**config.mk**
```make
export PLATFORM = sky130hd
export DESIGN_NAME = ct_mmu_jtlb_tag_ctrl
export DESIGN_NICKNAME = d
export VERILOG_FILES = /design/src/rtl/ct_mmu_jtlb_tag_ctrl.sv
export SDC_FILE = /design/constraint.sdc
export NUM_CORES = 1
export LEC_CHECK = 0
export CELL_PAD_IN_SITES_DETAIL_PLACEMENT = 0
export CELL_PAD_IN_SITES_GLOBAL_PLACEMENT = 1
export CORE_AREA = 2 2 209 211
export DETAILED_ROUTE_END_ITERATION = 12
export DIE_AREA = 0 0 211 213
export PLACE_DENSITY_LB_ADDON = 0.1
export SYNTH_ARGS = -nofsm -noshare
export SYNTH_HDL_FRONTEND = slang
export SYNTH_SLANG_ARGS = --single-unit
```
**constraint.sdc**
```tcl
create_clock -name forever_cpuclk -period 5.7 [get_ports forever_cpuclk]
set_clock_uncertainty 0.1 [all_clocks]
set_input_delay 1.14 -clock forever_cpuclk [delete_from_list [all_inputs] [get_ports forever_cpuclk]]
set_output_delay 1.14 -clock forever_cpuclk [all_outputs]
set_load 0.01 [all_outputs]
```
**src/rtl/ct_mmu_jtlb_tag_ctrl.sv**
```systemverilog
// JTLB tag array access controller: lookup compare, FIFO-victim refill
// and invalidate-all sweep, all arbitrated from a single IDLE state.
module ct_mmu_jtlb_tag_ctrl #(
    parameter int IDX_W = 8,
    parameter int TAG_W = 47
) (
    input  logic             forever_cpuclk,
    input  logic             cpurst,
    input  logic             lk_req_vld,
    input  logic [IDX_W-1:0] lk_req_idx,
    input  logic [TAG_W-1:0] lk_req_tag,
    output logic             lk_req_rdy,
    output logic             lk_rsp_vld,
    output logic             lk_rsp_hit,
    output logic [3:0]       lk_rsp_way,
    input  logic             rf_req_vld,
    input  logic [IDX_W-1:0] rf_req_idx,
    input  logic [47:0]      rf_req_entry,
    output logic             rf_req_rdy,
    output logic             rf_done,
    output logic [3:0]       rf_done_way,
    input  logic             inv_all_req,
    output logic             inv_all_done,
    output logic             jtlb_tag_cen,
    output logic [IDX_W-1:0] jtlb_tag_idx,
    output logic [4:0]       jtlb_tag_wen,
    output logic [195:0]     jtlb_tag_din,
    input  logic [195:0]     jtlb_tag_dout
);

    localparam logic [2:0] IDLE   = 3'd0;
    localparam logic [2:0] LK_CMP = 3'd1;
    localparam logic [2:0] RF_SEL = 3'd2;
    localparam logic [2:0] RF_WR  = 3'd3;
    localparam logic [2:0] INV    = 3'd4;

    logic [2:0]       state;
    logic [2:0]       state_nxt;
    logic [IDX_W-1:0] inv_cnt;
    logic             inv_last;
    logic [IDX_W-1:0] rf_idx;
    logic [47:0]      rf_entry;
    logic [3:0]       rf_victim;
    logic [3:0]       rf_fifo;
    logic [TAG_W-1:0] lk_tag;

    logic             is_idle;
    logic             lk_acc;
    logic             rf_acc;
    logic             inv_acc;

    logic [3:0]       way_vld;
    logic [3:0]       way_hit;
    logic [3:0]       way_free;
    logic [3:0]       free_low;
    logic [3:0]       fifo_cur;
    logic             fifo_oh;
    logic [3:0]       victim;
    logic [3:0]       fifo_nxt;

    assign is_idle    = (state == IDLE);
    assign rf_req_rdy = is_idle & ~inv_all_req;
    assign lk_req_rdy = is_idle & ~inv_all_req & ~rf_req_vld;
    assign inv_acc    = is_idle & inv_all_req;
    assign rf_acc     = rf_req_rdy & rf_req_vld;
    assign lk_acc     = lk_req_rdy & lk_req_vld;
    assign inv_last   = (inv_cnt == {IDX_W{1'b1}});

    always_comb begin
        for (int n = 0; n < 4; n++) begin
            way_vld[n] = jtlb_tag_dout[48*n+47];
            way_hit[n] = way_vld[n]
                       & (jtlb_tag_dout[48*n +: TAG_W] == lk_tag);
        end
    end

    // Invalid ways are filled first; the FIFO pointer only picks among full sets.
    assign way_free = ~way_vld;
    assign free_low = way_free & (~way_free + 4'd1);
    assign fifo_cur = jtlb_tag_dout[195:192];
    assign fifo_oh  = (fifo_cur != 4'd0)
                    && ((fifo_cur & (fifo_cur - 4'd1)) == 4'd0);

    always_comb begin
        victim   = 4'b0001;
        fifo_nxt = 4'b0001;
        if (|way_free) begin
            victim   = free_low;
            fifo_nxt = fifo_oh ? fifo_cur : 4'b0001;
        end else if (fifo_oh) begin
            victim   = fifo_cur;
            fifo_nxt = {fifo_cur[2:0], fifo_cur[3]};
        end
    end

    always_comb begin
        state_nxt = state;
        unique case (state)
            IDLE: begin
                if (inv_acc)
                    state_nxt = INV;
                else if (rf_acc)
                    state_nxt = RF_SEL;
                else if (lk_acc)
                    state_nxt = LK_CMP;
            end
            LK_CMP: state_nxt = IDLE;
            RF_SEL: state_nxt = RF_WR;
            RF_WR:  state_nxt = IDLE;
            INV:    state_nxt = inv_last ? IDLE : INV;
            default: state_nxt = IDLE;
        endcase
    end

    // Array pins are held quiet while reset is asserted so no write escapes.
    always_comb begin
        jtlb_tag_cen = 1'b0;
        jtlb_tag_idx = '0;
        jtlb_tag_wen = 5'd0;
        jtlb_tag_din = '0;
        if (!cpurst) begin
            unique case (1'b1)
                inv_acc: begin
                    jtlb_tag_cen = 1'b1;
                    jtlb_tag_wen = 5'h1F;
                end
                rf_acc: begin
                    jtlb_tag_cen = 1'b1;
                    jtlb_tag_idx = rf_req_idx;
                end
                lk_acc: begin
                    jtlb_tag_cen = 1'b1;
                    jtlb_tag_idx = lk_req_idx;
                end
                (state == RF_WR): begin
                    jtlb_tag_cen = 1'b1;
                    jtlb_tag_idx = rf_idx;
                    jtlb_tag_wen = {1'b1, rf_victim};
                    jtlb_tag_din = {rf_fifo, {4{rf_entry}}};
                end
                (state == INV): begin
                    jtlb_tag_cen = 1'b1;
                    jtlb_tag_idx = inv_cnt;
                    jtlb_tag_wen = 5'h1F;
                end
                default: begin
                    jtlb_tag_cen = 1'b0;
                end
            endcase
        end
    end

    always_ff @(posedge forever_cpuclk) begin
        if (cpurst) begin
            state   <= IDLE;
            inv_cnt <= '0;
        end else begin
            state <= state_nxt;
            if (inv_acc)
                inv_cnt <= {{(IDX_W-1){1'b0}}, 1'b1};
            else if (state == INV)
                inv_cnt <= inv_cnt + 1'b1;
        end
    end

    always_ff @(posedge forever_cpuclk) begin
        if (cpurst) begin
            lk_tag    <= '0;
            rf_idx    <= '0;
            rf_entry  <= '0;
            rf_victim <= 4'd0;
            rf_fifo   <= 4'd0;
        end else begin
            if (lk_acc)
                lk_tag <= lk_req_tag;
            if (rf_acc) begin
                rf_idx   <= rf_req_idx;
                rf_entry <= rf_req_entry;
            end
            if (state == RF_SEL) begin
                rf_victim <= victim;
                rf_fifo   <= fifo_nxt;
            end
        end
    end

    always_ff @(posedge forever_cpuclk) begin
        if (cpurst) begin
            lk_rsp_vld   <= 1'b0;
            lk_rsp_hit   <= 1'b0;
            lk_rsp_way   <= 4'd0;
            rf_done      <= 1'b0;
            rf_done_way  <= 4'd0;
            inv_all_done <= 1'b0;
        end else begin
            lk_rsp_vld   <= (state == LK_CMP);
            rf_done      <= (state == RF_WR);
            inv_all_done <= (state == INV) & inv_last;
            if (state == LK_CMP) begin
                lk_rsp_hit <= |way_hit;
                lk_rsp_way <= way_hit;
            end
            if (state == RF_WR)
                rf_done_way <= rf_victim;
        end
    end

endmodule

```
==> flow_summary.json <==
{
  "setup_viol": 0,
  "cts-root-buf": "clkbuf_16",
  "firstDrtPassIters": 6,
  "tightest_slew_ps": 958,
  "routed_wl_um": 45000,
  "yosys.area.top_type": "dfxtp_1",
  "overflow": 0,
  "grt_max_degree": 58,
  "grt_pass1_wl_um": 62600,
  "slew_headroom_pct": 35.9,
  "ys_ff_latch": 134,
  "cts_tree": "done",
  "ys_seq_area_share_pct": 30.5,
  "numCtsBuffers": 17,
  "cap_viol_max_count": 0,
  "syn_nets": 1484,
  "status": "finished, final reports clean",
  "fp-row-count": 76,
  "via_per_inst": 4.30,
  "cts_setup_buffers": 0,
  "syn_area_um2": 8810,
  "htreeDepth": 4,
  "antenna_found_initial": 7,
  "hold_buffers": 0,
  "ys_types": 54,
  "cp.required_ps": 4460,
  "drive_gt1_share_pct": 3.52,
  "coreArea_um2": 42700,
  "synth_edf_count": 0,
  "ys.flop_type": "dfxtp_1",
  "hold_viol_final": 0,
  "period_share_pct": 80.4,
  "clk_pin_slew_ps": 60,
  "fp.dieArea_um2": 44900,
  "syn_inst": 1171,
  "async_flop_share_pct": 0,
  "start_util_pct": 20.6,
  "ir_drop_v": 0.000173,
  "io_buffers": 535,
  "avgRoutedWirePerCell_um": 22.0,
  "whs_ps": 349,
  "cp.arrival_ps": 3340,
  "cts_resized": 0,
  "syn_to_final_growth_pct": 59.9,
  "die_h_um": 213,
  "insertion_delay_ps": 440,
  "gp_congestion": 0.950,
  "synth_top_area_share_pct": 30.5,
  "cts_buffer_depth": 2,
  "gr-usage-all-layers_pct": 19.5,
  "leakagePower_nw": 5.20,
  "worst-setup-path-type": "input pin to output pin",
  "ant_nets": 0,
  "fin_tns_setup_ps": 0,
  "insertedDiodeCount": 0,
  "grt_pass1_vias": 8953,
  "power_density_nw_per_um2": 197,
  "drv_slew": 0,
  "final_nets": 1806,
  "cts_num_sinks": 134,
  "die_x_um": 211,
  "rsz0062_at_grt": "no",
  "cp_max_fo": 21,
  "fin_crit_ps": 4580,
  "drc": 0,
  "min_path_type": "register to register",
  "hpwl_um": 36600,
  "drtIter0Drc": 321,
  "routed-via-count": 8822,
  "crit_path_end_kind": "output pin",
  "synth_area_leaders": "dfxtp_1 (30%), xor2_1 (15%), buf_4 (12%)",
  "start_kind": "input pin",
  "io-pin-count": 536,
  "ys_warn_count": 0,
  "syn_avg_cell_area_um2": 7.52,
  "fmax_mhz": 218,
  "postLayoutCoreUtil_pct": 33.0
}
==> worst max-delay path: stages <==
cell and delay (ps):
clkdlybuf4s50_1 480, nor4_2 310, and2_2 500, nand2_1 130, a41oi_1 210, clkdlybuf4s50_1 570
==> flip-flops by register name (all words and copies together), names as in the netlist, 4 cells and up <==
register	count
rf_victim	4
rf_entry	48
lk_rsp_way	4
inv_cnt	8
rf_done_way	4
rf_idx	8
rf_fifo	4
lk_tag	47
==> metrics by stage <==
stage | std cells | worst slack (ps) | total power [W] | cell area (µm²)
4_1_cts | 2052 | 1090 | 0.00282 | 14100
3_5_place_dp | 2020 | 1090 | 0.00157 | 13500
5_1_grt | 2052 | 881 | 0.00289 | 14100
2_1_floorplan | 1171 | 1940 | 0.00122 | 8810
3_3_place_gp | 2020 | 1130 | 0.00156 | 13500
6_report | 2052 | 1120 | 0.00277 | 14100
==> final timing paths <==
check,slack (ps),depth (start not counted),startpoint,end
setup / recovery,1120,6,inv_all_req,jtlb_tag_idx[2]
hold / removal,350,2,rf_entry[38],rf_entry[38]
setup reg to reg,3090,7,lk_tag[46],lk_rsp_way[1]
hold reg to reg,350,2,rf_entry[38],rf_entry[38]
==> placed cells by master, fill, tap and decap left out, types with 9 or more instances in the layout <==
master           instances
a21oi_1                125
and2_1                  54
buf_4                    9
clkbuf_16               17
clkdlybuf4s50_1        534
dfxtp_1                134
inv_1                   18
nand2_1                242
nand2b_1                 9
nand4_1                 18
nor2_1                  26
nor4_1                  39
xnor2_1                 19
xor2_1                 152
==> cells by family (layout without fill, tap and decap cells) <==
| group | after synthesis | in the layout | share of synthesized area, % |
|---|---|---|---|
| AND/OR/NAND/NOR | 424 | 424 | 22.7 |
| buffers and inverters | 260 | 595 | 17.5 |
| AO/OA/AOI/OAI | 176 | 176 | 11.6 |
| XOR/XNOR | 172 | 172 | 17.2 |
| flip-flops | 134 | 134 | 30.5 |
| multiplexers | 4 | 4 | 0.469 |
| adder cells (fa/ha/maj) | 1 | 1 | 0.142 |
==> layout make-up <==
class                      instances  area, µm²
inverter                          20       75.1
multi-input combinational        777       4600
clock buffer                      18        439
tap                              546        683
timing repair buffer             543       5410
fill                            4500      28600
sequential                       134       2680
clock inverter                    14        198
==> where the power goes <==
group	leakage [nW]	internal, W	switching, W
clock network	0.307	0.000749	0.000487
logic	3.80	0.000293	0.000217
registers	1.09	0.000973	0.0000513
total	5.20	0.00202	0.000755
==> Yosys cell counts, types with 4 or more instances <==
| cell | n |
|---|---|
| xnor2_1 | 19 |
| buf_2 | 15 |
| a21oi_1 | 125 |
| clkbuf_1 | 77 |
| nand3_1 | 4 |
| nor2b_1 | 6 |
| nor4_1 | 39 |
| inv_1 | 18 |
| nor3_1 | 5 |
| buf_4 | 144 |
| o221ai_1 | 4 |
| and2_1 | 56 |
| a22oi_1 | 7 |
| dfxtp_1 | 134 |
| nor2_1 | 27 |
| nand4_1 | 18 |
| xor2_1 | 152 |
| nand2b_1 | 9 |
| nand2_1 | 244 |
| a31oi_1 | 7 |
==> per-layer routing <==
layer	share of wire, %	track usage [%]
met2	52	36.6
met5	0.22	0
met1	38	20.6
met4	1.1	4.30
met3	9.3	7.55
(Power assumes the default switching activity.)
